===== src/rtl/mem_arbiter_pkg.sv =====
// Shared definitions for the IF/MEM shared-RAM arbiter: bus widths,
// FSM state encoding and owner encoding.
package mem_arbiter_pkg;

  localparam int ADDR_BUS    = 32;
  localparam int DATA_BUS    = 32;
  localparam int MEM_SEL_BUS = 4;

  typedef enum logic [1:0] {
    ST_IDLE   = 2'd0,
    ST_ACCESS = 2'd1,
    ST_DONE   = 2'd2
  } state_e;

  typedef enum logic {
    OWN_IF  = 1'b0,
    OWN_MEM = 1'b1
  } owner_e;

endpackage


===== src/rtl/mem_arbiter.sv =====
// Round-robin arbiter giving an instruction-fetch port and a data-memory port
// exclusive, fixed-latency access to a single shared RAM.
module mem_arbiter
  import mem_arbiter_pkg::*;
#(
  parameter int LATENCY = 2
) (
  input  logic                   clk,
  input  logic                   rst,
  input  logic                   if_req,
  input  logic [ADDR_BUS-1:0]    if_addr,
  output logic                   if_done,
  output logic [DATA_BUS-1:0]    if_rdata,
  input  logic                   mem_req,
  input  logic [ADDR_BUS-1:0]    mem_addr,
  input  logic [MEM_SEL_BUS-1:0] mem_write_en,
  input  logic [DATA_BUS-1:0]    mem_write_data,
  output logic                   mem_done,
  output logic [DATA_BUS-1:0]    mem_rdata,
  output logic                   ram_en,
  output logic [MEM_SEL_BUS-1:0] ram_write_en,
  output logic [ADDR_BUS-1:0]    ram_addr,
  output logic [DATA_BUS-1:0]    ram_write_data,
  input  logic [DATA_BUS-1:0]    ram_read_data,
  output logic                   stall_if,
  output logic                   stall_mem,
  output logic [1:0]             dbg_state
);

  localparam logic [3:0] LAST_CNT = 4'(LATENCY - 1);

  // Handshake: a side raises req with addr/data and holds them until its done
  // pulse; they are sampled only in IDLE, and a later drop of req never aborts.
  state_e                 state_q;
  owner_e                 owner_q;
  owner_e                 last_grant_q;
  logic [3:0]             cnt_q;
  logic                   ram_en_q;
  logic [MEM_SEL_BUS-1:0] ram_we_q;
  logic [ADDR_BUS-1:0]    ram_addr_q;
  logic [DATA_BUS-1:0]    ram_wdata_q;
  logic                   if_done_q;
  logic                   mem_done_q;
  logic [DATA_BUS-1:0]    if_rdata_q;
  logic [DATA_BUS-1:0]    mem_rdata_q;

  logic   grant_valid_d;
  owner_e grant_owner_d;

  always_comb begin
    grant_valid_d = if_req | mem_req;
    grant_owner_d = OWN_IF;
    if (if_req && mem_req) begin
      grant_owner_d = (last_grant_q == OWN_IF) ? OWN_MEM : OWN_IF;
    end else if (mem_req) begin
      grant_owner_d = OWN_MEM;
    end
  end

  always_ff @(posedge clk) begin
    if (rst) begin
      state_q      <= ST_IDLE;
      owner_q      <= OWN_IF;
      last_grant_q <= OWN_IF;
      cnt_q        <= '0;
      ram_en_q     <= 1'b0;
      ram_we_q     <= '0;
      ram_addr_q   <= '0;
      ram_wdata_q  <= '0;
      if_done_q    <= 1'b0;
      mem_done_q   <= 1'b0;
      if_rdata_q   <= '0;
      mem_rdata_q  <= '0;
    end else begin
      case (state_q)
        ST_IDLE: begin
          if (grant_valid_d) begin
            state_q      <= ST_ACCESS;
            owner_q      <= grant_owner_d;
            last_grant_q <= grant_owner_d;
            cnt_q        <= '0;
            ram_en_q     <= 1'b1;
            if (grant_owner_d == OWN_MEM) begin
              ram_addr_q  <= mem_addr;
              ram_we_q    <= mem_write_en;
              ram_wdata_q <= mem_write_data;
            end else begin
              ram_addr_q  <= if_addr;
              ram_we_q    <= '0;
              ram_wdata_q <= '0;
            end
          end
        end
        ST_ACCESS: begin
          cnt_q <= cnt_q + 4'd1;
          if (cnt_q == LAST_CNT) begin
            // All-zero byte enables mark a read; writes leave rdata untouched.
            if (ram_we_q == '0) begin
              if (owner_q == OWN_IF) if_rdata_q  <= ram_read_data;
              else                   mem_rdata_q <= ram_read_data;
            end
            state_q    <= ST_DONE;
            ram_en_q   <= 1'b0;
            ram_we_q   <= '0;
            if_done_q  <= (owner_q == OWN_IF);
            mem_done_q <= (owner_q == OWN_MEM);
          end
        end
        ST_DONE: begin
          state_q    <= ST_IDLE;
          if_done_q  <= 1'b0;
          mem_done_q <= 1'b0;
        end
        default: begin
          state_q <= ST_IDLE;
        end
      endcase
    end
  end

  assign if_done        = if_done_q;
  assign mem_done       = mem_done_q;
  assign if_rdata       = if_rdata_q;
  assign mem_rdata      = mem_rdata_q;
  assign ram_en         = ram_en_q;
  assign ram_write_en   = ram_we_q;
  assign ram_addr       = ram_addr_q;
  assign ram_write_data = ram_wdata_q;
  assign stall_if       = if_req && !if_done_q;
  assign stall_mem      = mem_req && !mem_done_q;
  assign dbg_state      = state_q;

endmodule


===== config.mk =====
export PLATFORM = sky130hd
export DESIGN_NAME = mem_arbiter
export DESIGN_NICKNAME = d
export VERILOG_FILES = /design/src/rtl/mem_arbiter_pkg.sv /design/src/rtl/mem_arbiter.sv
export SDC_FILE = /design/constraint.sdc
export NUM_CORES = 1
export LEC_CHECK = 0
export BUFFER_PORTS_ARGS = -buffer_cell sky130_fd_sc_hd__buf_4
export CAP_MARGIN = 25
export CORE_MARGIN = 3
export CORE_UTILIZATION = 46
export DETAILED_ROUTE_END_ITERATION = 7
export GPL_TIMING_DRIVEN = 0
export MAX_ROUTING_LAYER = met4
export PLACE_DENSITY_LB_ADDON = 0.08
export SLEW_MARGIN = 20
export SYNTH_ARGS = -nofsm -noshare
export SYNTH_HDL_FRONTEND = slang
export SYNTH_SLANG_ARGS = --single-unit

===== constraint.sdc =====
create_clock -name clk -period 2 [get_ports clk]
set_input_delay 0.1 -clock clk [delete_from_list [all_inputs] [get_ports clk]]
set_output_delay 0.1 -clock clk [all_outputs]
set_load 0.01 [all_outputs]

# Word-level counts from Yosys, hierarchy flattened
# Index checks and enable logic that the tools add are counted.
# totals
register_bits,142
latch_bits,0
ramBits,0
romBits,0
out_inout_bits,139
memories,0
# classes
addsub,1
multipliers,0
div_mod_pow,0
n_lt_le_gt_ge,0
n_eq_ne,5
shifts,0
n_mux,21
bitwise_logic,2
n_reduce_logical,16
# op_table
operator,n
2-to-1 mux 32 bit,2
2-to-1 mux 4 bit,4
case mux 4 bit (2 select lines),2
AND reduction 2 bit,4
AND reduction 4 bit,2
2-to-1 mux 1 bit,7
case mux 1 bit (2 select lines),3
"adder 4 x 1 -> 4 bit, second input constant",1
"== test 4 x 1 -> 1 bit, second input constant",1
zero test 4 bit,1
2-to-1 mux 2 bit,2
"inequality test 2 bit, second input constant",2
case mux 2 bit (2 select lines),1
nonzero test 2 bit,2
logical AND 1 bit,3
AND reduction 3 bit,1
"== test 2 x 1 -> 1 bit, second input constant",1
"== test 2 bit, second input constant",1
zero test 1 bit,2
zero test 2 bit,1
inverter 1 bit,1
OR 1 bit,1

# Logic depth before layout (Yosys ltp)
# Gate-level depths: netlist (run 1).
# depth
word_depth,5
ltp_mapped,8

# Least setup slack after synthesis (run 1)
# OpenSTA, ideal clock, no wires.
# synth_timing
path_kind,reg-to-reg
from,"register state_q[1], in the netlist dbg_state[1]"
to,"register ram_wdata_q[10], in the netlist ram_write_data[10]"
setup_time_ns,0.135
arrival_time_ns,1.479
required_ns,1.865
path_slack_ns,0.386
path_stages_with_launch,7
path_buffers,3
period_less_slack_ns,1.614
cell_sequence,dfxtp_1 -> buf_2 -> or3_1 -> buf_2 -> buf_2 -> a22oi_2 -> nor2_2
# synth_between
elab_chain_cells,2
# synth_lines
element,line_no,source
"start, declared",mem_arbiter.sv:34,state_e state_q;
"start signal, assigned",mem_arbiter.sv:62,state_q <= ST_IDLE;
"start signal, assigned",mem_arbiter.sv:78,state_q <= ST_ACCESS;
"start signal, assigned",mem_arbiter.sv:102,state_q <= ST_DONE;
zero test 2 bit,mem_arbiter.sv:75,case (state_q)
AND reduction 2 bit (no source line),-,
"end signal, assigned",mem_arbiter.sv:86,ram_wdata_q <= mem_write_data;
"end, declared",mem_arbiter.sv:41,logic [DATA_BUS-1:0] ram_wdata_q;
# Every way passes these cells.
# A chain may end at the register's enable or synchronous reset.

# Worst setup path in the final report (run 1)
# layout_timing
from,register last_grant_q
to,"register ram_wdata_q[17], in the netlist ram_write_data[17]"
# layout_between
elab_chain_cells,3
# layout_lines
element,line_no,source
"start, declared",mem_arbiter.sv:36,owner_e last_grant_q;
"start signal, assigned",mem_arbiter.sv:80,last_grant_q <= grant_owner_d;
2-to-1 mux 1 bit,mem_arbiter.sv:54,grant_owner_d = (last_grant_q == OWN_IF) ? OWN_MEM : OWN_IF;
2-to-1 mux 1 bit,mem_arbiter.sv:53,if (if_req && mem_req) begin
2-to-1 mux 32 bit,mem_arbiter.sv:83,if (grant_owner_d == OWN_MEM) begin
# Every way passes these cells.

==> impl_summary.txt, run 1 <==
----------------------------------------------------
[Route]
  Number of remaining DRC errors ... 0
  TritonRoute pass-1 iters ... 7
  Number of DRC markers in iteration 0 ... 468
  Remaining antenna violation count after routing ... 0
  Routed wire per std cell ... 18.2 µm
  Aggregate routed wire length ... 22.1 mm
  Via count of the routed design ... 6607
  Via-to-Cell Ratio ... 5.42

[Place]
  Port Buffer Count ... 273
  Post-detailed-placement half-perimeter wirelength ... 13.2 mm
  Final weighted congestion of routability-driven global placement ... 0.846

[Setup path]
  Reg-to-reg setup timing slack ... 0.12 ns
  WP data arrival ... 2.22 ns
  R2R cell count ... 7
  Kind of start point of the critical path ... register
  CP max FO ... 10
  Critical path start-end classification ... reg2reg
  Crit. End Element ... register
  Worst Path Required ... 2.33 ns

[Global routing]
  First-pass GRT wire length ... 34.6 mm
  Routing usage on met2 ... 58.9%
  Met1 track demand over resource ... 35.8%
  Global route hottest layer ... met2
  GR Layer Usage met3 ... 7.47%
  Final global-route overflow total ... 0
  Number of antenna violations at the first check in global routing ... 0
  Vias in the first global route ... 6927
  Largest net degree at the start of global routing ... 17
  GRT Resource Usage Total ... 34.1%

[STA]
  Hold WS ... 0.0643 ns
  Unrepaired setup endpoints after global routing ... yes
  Relative slew slack ... 47.9%
  Highest Clock Rate ... 531 MHz
  Clock Skews ... 0.00723 ns
  Number of pins with negative max-slew slack in the final report ... 0
  Least-Margin Pin Slew ... 0.775 ns
  Final period demand of the worst path ... 1.88 ns
  Total negative setup slack ... 0 ns
  Final-report setup violation count ... 0
  Period Utilization, post-route ... 94.2%
  Final Hold Vio Count ... 0

[Clock network]
  Clock tree root buffer cell ... sky130_fd_sc_hd__clkbuf_16
  Clock sinks ... 142
  Clock slew at reported path FFs ... 0.06 ns
  Buffer levels on the longest clock path ... 2
  CTS buffer count ... 17
  Number of levels the H-tree was split into ... 4
  Clock tree from TritonCTS ... built
  Post-CTS setup repair buffer count ... 0
  Clock latency at the later pin of the worst-skew pair ... 0.42 ns

[Final layout]
  Commonest non-fill, non-tap cell in the layout ... sky130_fd_sc_hd__buf_4
  Ratio of cells with drive above 1 in the final layout ... 35.7%
  Layout area overhead ... 75.4%
  Leading cell types in the layout, fill and taps excluded ... sky130_fd_sc_hd__buf_4, sky130_fd_sc_hd__nand2_1, sky130_fd_sc_hd__dfxtp_1, sky130_fd_sc_hd__dlygate4sd3_1, sky130_fd_sc_hd__a21oi_1
  Post-layout net count ... 1201

[Die]
  Area enclosed by the die boundary ... 13300 µm²
  Core outline area ... 11600 µm²
  Initial core utilization ... 47.5%
  Count of standard-cell rows ... 39
  Ports ... 275
  Chip Height ... 115 µm
  Die width ... 115 µm

[Synth]
  Async set-or-reset flop fraction in the synthesized netlist ... 0%
  Count of warnings emitted by yosys ... 0
  Number of instances in the synthesized netlist ... 640
  Distinct cell type count of the synthesized netlist ... 36
  Total of flip-flops plus latches after synthesis ... 142
  Ys flop type ... sky130_fd_sc_hd__dfxtp_1
  Number of enable-type register cells in the synthesized netlist ... 0
  Average size of a mapped cell ... 8.58 µm²
  Fraction of the yosys area taken by sequential cells ... 51.8%
  Post-synthesis instance area ... 5490 µm²
  Total nets after synthesis ... 778

[Pwr]
  Power Dens Cells ... 780 nW/µm²
  Reported leakage power ... 4.18 nW
  Maximum ir drop on the vdd rail ... 583 µV

[Hold path]
  Worst hold path stage count ... 4
  Class of the worst hold path ... in2reg

[Flow run]
  Max-cap violations ... 0

[Outcome]
  Result of the run ... complete, no violations

----------------------------------------------------
kinds of logic (layout without fill, tap and decap cells):
group / Yosys count / in the layout / synth area share (%)
and+or+nand+nor: 292 / 292 / 22.4
other: 0 / 1 / 0
buffers and inverters: 57 / 492 / 5.35
AOI/OAI and AO/OA: 146 / 146 / 19.8
adders and majority gates: 2 / 2 / 0.456
DFF: 142 / 142 / 51.8
xor gates and xnor gates: 1 / 1 / 0.159
layout make-up:
type	instances	area (µm²)
Sequential cell	142	2840
Clock buffer	24	492
Clock inverter	7	85.1
Timing Repair Buffer	404	3360
Tap cell	143	179
Multi-Input combinational cell	441	2370
Buffer	55	297
Inverter	2	7.51
Fill cell	648	1930
Antenna cell	1	2.50
final timing paths:
path,from,endpoint
worst max-delay path,last_grant_q,ram_write_data[17]
worst min-delay path,mem_write_en[3],ram_write_en[3]
worst max register to register,last_grant_q,ram_write_data[17]
worst min register to register,if_rdata[2],if_rdata[2]
sequential cells by signal, indices dropped and copies added, names as in the netlist:
signal / flops
ram_write_en: 4
cnt_q: 4
if_done: 1
ram_addr: 32
dbg_state: 2
mem_done: 1
ram_write_data: 32
last_grant_q: 1
mem_rdata: 32
if_rdata: 32
ram_en: 1
layer usage:
metal	up-vias	share of wire (%)
met5	-	0
met4	0	5.8
met3	121	6.8
met2	389	51
met1	3079	37
li1	3018	-
timing repair:
item                       CTS  global route
setup endpoints to repair    0            66
hold buffers               131             0
hold endpoints to repair   131             0
gates resized for setup      0            18
critical path, cell delays in order (launching register included):
cell and delay (ns):
sky130_fd_sc_hd__dfxtp_1 0.31, sky130_fd_sc_hd__buf_6 0.13, sky130_fd_sc_hd__a21bo_1 0.17, sky130_fd_sc_hd__buf_6 0.14, sky130_fd_sc_hd__nor4_4 0.58, sky130_fd_sc_hd__buf_6 0.25
sky130_fd_sc_hd__a22oi_2 0.07, sky130_fd_sc_hd__nor2_1 0.15
power by group:
part | leakage [nW] | total [mW] | internal [mW] | switching, mW
logic | 2.73 | 1.35 | 0.694 | 0.661
registers | 1.16 | 3.07 | 2.97 | 0.0969
clock network | 0.290 | 3.09 | 1.95 | 1.14
total | 4.18 | 7.51 | 5.61 | 1.90
cell usage after synthesis, types with 2 or more instances:
| master | count | share of area (%) |
|---|---|---|
| sky130_fd_sc_hd__nor3_1 | 3 | 0.27 |
| sky130_fd_sc_hd__ha_1 | 2 | 0.46 |
| sky130_fd_sc_hd__a32oi_1 | 4 | 0.64 |
| sky130_fd_sc_hd__nand4_1 | 2 | 0.23 |
| sky130_fd_sc_hd__a22oi_2 | 26 | 5.9 |
| sky130_fd_sc_hd__buf_4 | 7 | 0.96 |
| sky130_fd_sc_hd__nor2_1 | 54 | 3.7 |
| sky130_fd_sc_hd__a21oi_1 | 71 | 6.5 |
| sky130_fd_sc_hd__buf_6 | 5 | 1.0 |
| sky130_fd_sc_hd__dfxtp_1 | 142 | 52 |
| sky130_fd_sc_hd__a22oi_1 | 7 | 0.96 |
| sky130_fd_sc_hd__nand2_1 | 195 | 13 |
| sky130_fd_sc_hd__clkbuf_1 | 30 | 2.1 |
| sky130_fd_sc_hd__nor2b_1 | 4 | 0.46 |
| sky130_fd_sc_hd__nand2b_1 | 2 | 0.23 |
| sky130_fd_sc_hd__buf_2 | 13 | 1.2 |
| sky130_fd_sc_hd__o21ai_0 | 3 | 0.27 |
| sky130_fd_sc_hd__nor2_2 | 20 | 2.3 |
| sky130_fd_sc_hd__a311oi_1 | 32 | 5.1 |
| sky130_fd_sc_hd__inv_1 | 2 | 0.14 |
stage by stage:
| step | setup WS, ns | util (%) | total power, mW | cell area [µm²] | cells |
|---|---|---|---|---|---|
| after global routing | -0.0418 | 83.3 | 7.74 | 9630 | 1218 |
| after detailed placement | 0.0623 | 66.8 | 4.18 | 7720 | 1056 |
| after global placement | 0.0890 | 66.8 | 4.14 | 7720 | 1056 |
| after floorplan | 0.386 | - | 3.61 | 5490 | 640 |
| after CTS | 0.0519 | 83.1 | 7.45 | 9610 | 1218 |
| final | 0.116 | 83.3 | 7.51 | 9630 | 1219 |
(Power assumes the default switching activity.)
==> run 2, diff against run 1 <==
--- a/config.mk
+++ b/config.mk
@@ -6,4 +6,5 @@
 export NUM_CORES = 1
 export LEC_CHECK = 0
+export ABC_AREA = 1
 export BUFFER_PORTS_ARGS = -buffer_cell sky130_fd_sc_hd__buf_4
 export CAP_MARGIN = 25
@@ -13,5 +14,5 @@
 export GPL_TIMING_DRIVEN = 0
 export MAX_ROUTING_LAYER = met4
-export PLACE_DENSITY_LB_ADDON = 0.08
+export PLACE_DENSITY = 0.77
 export SLEW_MARGIN = 20
 export SYNTH_ARGS = -nofsm -noshare
==> constraint.sdc (replaced) <==
create_clock -name clk -period 2 [get_ports clk]
set_input_delay 0.1 -clock clk [delete_from_list [all_inputs] [get_ports clk]]
set_output_delay 0.1 -clock clk [all_outputs]
set_load 0.02 [all_outputs]
==> run 2 against run 1 <==
Against the previous run: register-to-register slack got worse by 0.07 ns; cell count rose by 14%; fmax down 3.6%; die area is 5.4% higher; hold slack lost 0.050 ns; sequential power is 2% higher; first-iteration DRC count rose by 38%; critical path type unchanged.
==> impl_summary.txt, run 2 <==
----------------------------------------------------
[Final layout]
  Layout area overhead ... 67.1%
  Final design area excluding fillers ... 9700 µm²
  Leading cell types in the layout, fill and taps excluded ... sky130_fd_sc_hd__buf_4, sky130_fd_sc_hd__nand2_1, sky130_fd_sc_hd__nor2_1, sky130_fd_sc_hd__dfxtp_1, sky130_fd_sc_hd__dlygate4sd3_1
  Commonest non-fill, non-tap cell in the layout ... sky130_fd_sc_hd__buf_4
  Ratio of cells with drive above 1 in the final layout ... 30.2%
  Post-layout net count ... 1346
  Non-filler instance count after layout ... 1390

[Die]
  Ports ... 275
  Die width ... 118 µm
  Chip Height ... 118 µm
  Initial core utilization ... 47.7%
  Core outline area ... 12200 µm²
  Area enclosed by the die boundary ... 14000 µm²
  Count of standard-cell rows ... 40

[Setup path]
  Critical path start-end classification ... reg2reg
  CP max FO ... 10
  Bufs and invs on worst path ... 2
  Crit. End Element ... register
  Kind of start point of the critical path ... register
  CP cell instances ... nand2_1 > nand2_4 > clkbuf_4 > nand2_1 > nand2_1 > a21oi_1 > dlygate4sd3_1 > nor2_1
  Standard cell with the maximum stage delay on the critical path ... sky130_fd_sc_hd__dlygate4sd3_1
  WP data arrival ... 2.29 ns
  Origin of the critical flop-to-flop path ... last_grant_q
  Worst Path Required ... 2.33 ns
  Critical Path Max Stage Delay ... 0.60 ns
  Top cell by count, worst path ... sky130_fd_sc_hd__nand2_1
  Launch point of the critical path ... last_grant_q
  Family with the most delay on the worst path ... buffers and inverters

[Pwr]
  Power Dens Cells ... 861 nW/µm²
  Reported leakage power ... 4.65 nW
  Maximum ir drop on the vdd rail ... 723 µV

[Synth]
  Biggest area consumer among synthesized cells ... sky130_fd_sc_hd__dfxtp_1
  Top cells by area, synth ... sky130_fd_sc_hd__dfxtp_1, sky130_fd_sc_hd__nand2_1, sky130_fd_sc_hd__nor2_1
  Number of instances in the synthesized netlist ... 819
  Fraction of the yosys area taken by sequential cells ... 49.0%
  Average size of a mapped cell ... 7.09 µm²
  Distinct cell type count of the synthesized netlist ... 22
  Most instantiated library cell after synthesis ... sky130_fd_sc_hd__nand2_1
  Count of warnings emitted by yosys ... 0
  Fraction of synthesized cell area taken by the top area cell type ... 49.0%
  Ys flop type ... sky130_fd_sc_hd__dfxtp_1
  Number of enable-type register cells in the synthesized netlist ... 0
  Most common library cells after synthesis ... sky130_fd_sc_hd__nand2_1, sky130_fd_sc_hd__nor2_1, sky130_fd_sc_hd__dfxtp_1
  Total of flip-flops plus latches after synthesis ... 142
  Total nets after synthesis ... 957
  Post-synthesis instance area ... 5800 µm²
  Async set-or-reset flop fraction in the synthesized netlist ... 0%

[Global routing]
  Final global-route overflow total ... 0
  First-pass GRT wire length ... 36.1 mm
  GRT Resource Usage Total ... 32.9%
  Largest net degree at the start of global routing ... 17
  Vias in the first global route ... 7275
  Number of antenna violations at the first check in global routing ... 1

[Clock network]
  Clock sinks ... 142
  Clock slew at reported path FFs ... 0.06 ns
  Clock latency at the later pin of the worst-skew pair ... 0.42 ns
  Number of levels the H-tree was split into ... 4
  Clock tree from TritonCTS ... built
  CTS buffer count ... 17
  Clock tree root buffer cell ... sky130_fd_sc_hd__clkbuf_16
  Buffer levels on the longest clock path ... 2

[STA]
  Final worst-path setup slack ... 0.0460 ns
  Number of pins with negative max-slew slack in the final report ... 0
  Final-report setup violation count ... 0
  Final period demand of the worst path ... 1.95 ns
  Highest Clock Rate ... 512 MHz
  Least-Margin Pin Slew ... 0.561 ns
  Relative slew slack ... 62.6%
  Clock Skews ... 0.00865 ns
  Hold WS ... 0.0140 ns
  Final Hold Vio Count ... 0
  Total negative setup slack ... 0 ns
  Period Utilization, post-route ... 97.7%

[Hold path]
  Class of the worst hold path ... in2reg
  Startpoint of the most critical hold path ... if_addr[7]

[Place]
  Port Buffer Count ... 273
  Post-detailed-placement half-perimeter wirelength ... 14.2 mm
  Instance count after placement with tap cells included ... 1260
  Placement-stage cell area ... 8060 µm²
  Worst slack at placement ... 0.395 ns
  Final weighted congestion of routability-driven global placement ... 0.885

[Route]
  Via-to-Cell Ratio ... 5.14
  Aggregate routed wire length ... 23.2 mm
  Remaining antenna violation count after routing ... 0
  TritonRoute pass-1 iters ... 7
  Routed wire per std cell ... 16.7 µm
  Number of DRC markers in iteration 0 ... 645
  Via count of the routed design ... 7147
  Number of remaining DRC errors ... 0

[Outcome]
  Result of the run ... complete, no violations

[Flow run]
  Max-cap violations ... 0

----------------------------------------------------
## run 2: worst register-to-register path, cell delays in order, from the launching register on
cell                            delay (ns)
sky130_fd_sc_hd__dfxtp_2              0.38
sky130_fd_sc_hd__nand2_1              0.12
sky130_fd_sc_hd__nand2_4              0.14
sky130_fd_sc_hd__clkbuf_4             0.23
sky130_fd_sc_hd__nand2_1              0.10
sky130_fd_sc_hd__nand2_1              0.10
sky130_fd_sc_hd__a21oi_1              0.04
sky130_fd_sc_hd__dlygate4sd3_1        0.60
sky130_fd_sc_hd__nor2_1               0.17
## run 2: cells by family (layout without fill, tap and decap cells)
family	after synthesis	after routing	synth area share, %
XOR/XNOR	1	1	0.151
AO/OA/AOI/OAI	109	109	9.40
adder cells (fa/ha/maj)	2	2	0.431
flip-flops	142	142	49.0
buffers and inverters	94	496	7.70
AND/OR/NAND/NOR	471	471	33.3
other	0	1	0
## run 2: where the power goes
| part | leakage [nW] | internal, mW | switching [mW] |
|---|---|---|---|
| sequential | 1.16 | 3.01 | 0.120 |
| combinational | 3.19 | 0.820 | 1.02 |
| clock | 0.304 | 2.13 | 1.26 |
## run 2: timing repair
item | in CTS | in global routing
setup endpoints to repair | 0 | 22
endpoints found under the hold margin | 69 | 0
gates resized for setup | 0 | 20
buffers inserted | 0 | 3
hold buffers | 94 | 0
## run 2: final cells by class
cell class                 instances  area, µm²
fill                             818       2460
clock buffer                      19        443
multi-input combinational        583       2530
tap                              168        210
timing repair buffer             370       3010
inverter                          42        163
clock inverter                    13        189
buffer                            52        302
antenna                            1       2.50
sequential                       142       2850
## run 2: worst paths after layout
check	to	cells after the start	slack, ns
hold / removal	ram_addr[7]	5	0.01
hold reg to reg	ram_write_data[20]	2	0.47
setup reg to reg	ram_addr[20]	8	0.05
setup / recovery	ram_addr[20]	8	0.05
## run 2: stage by stage
step	total power [mW]	utilization, %
after global routing	8.62	79.7
after CTS	8.22	79.2
after floorplan	4.01	-
after global placement	4.67	66.3
final	8.35	79.7
after detailed placement	4.69	66.3
## run 2: metal layers
layer	vias up	track usage [%]	routed length (µm)
met5	-	-	0
met4	0	19.4	1350
met1	3273	34.3	8810
met3	119	7.56	1620
li1	3368	-	-
met2	387	56.7	11500
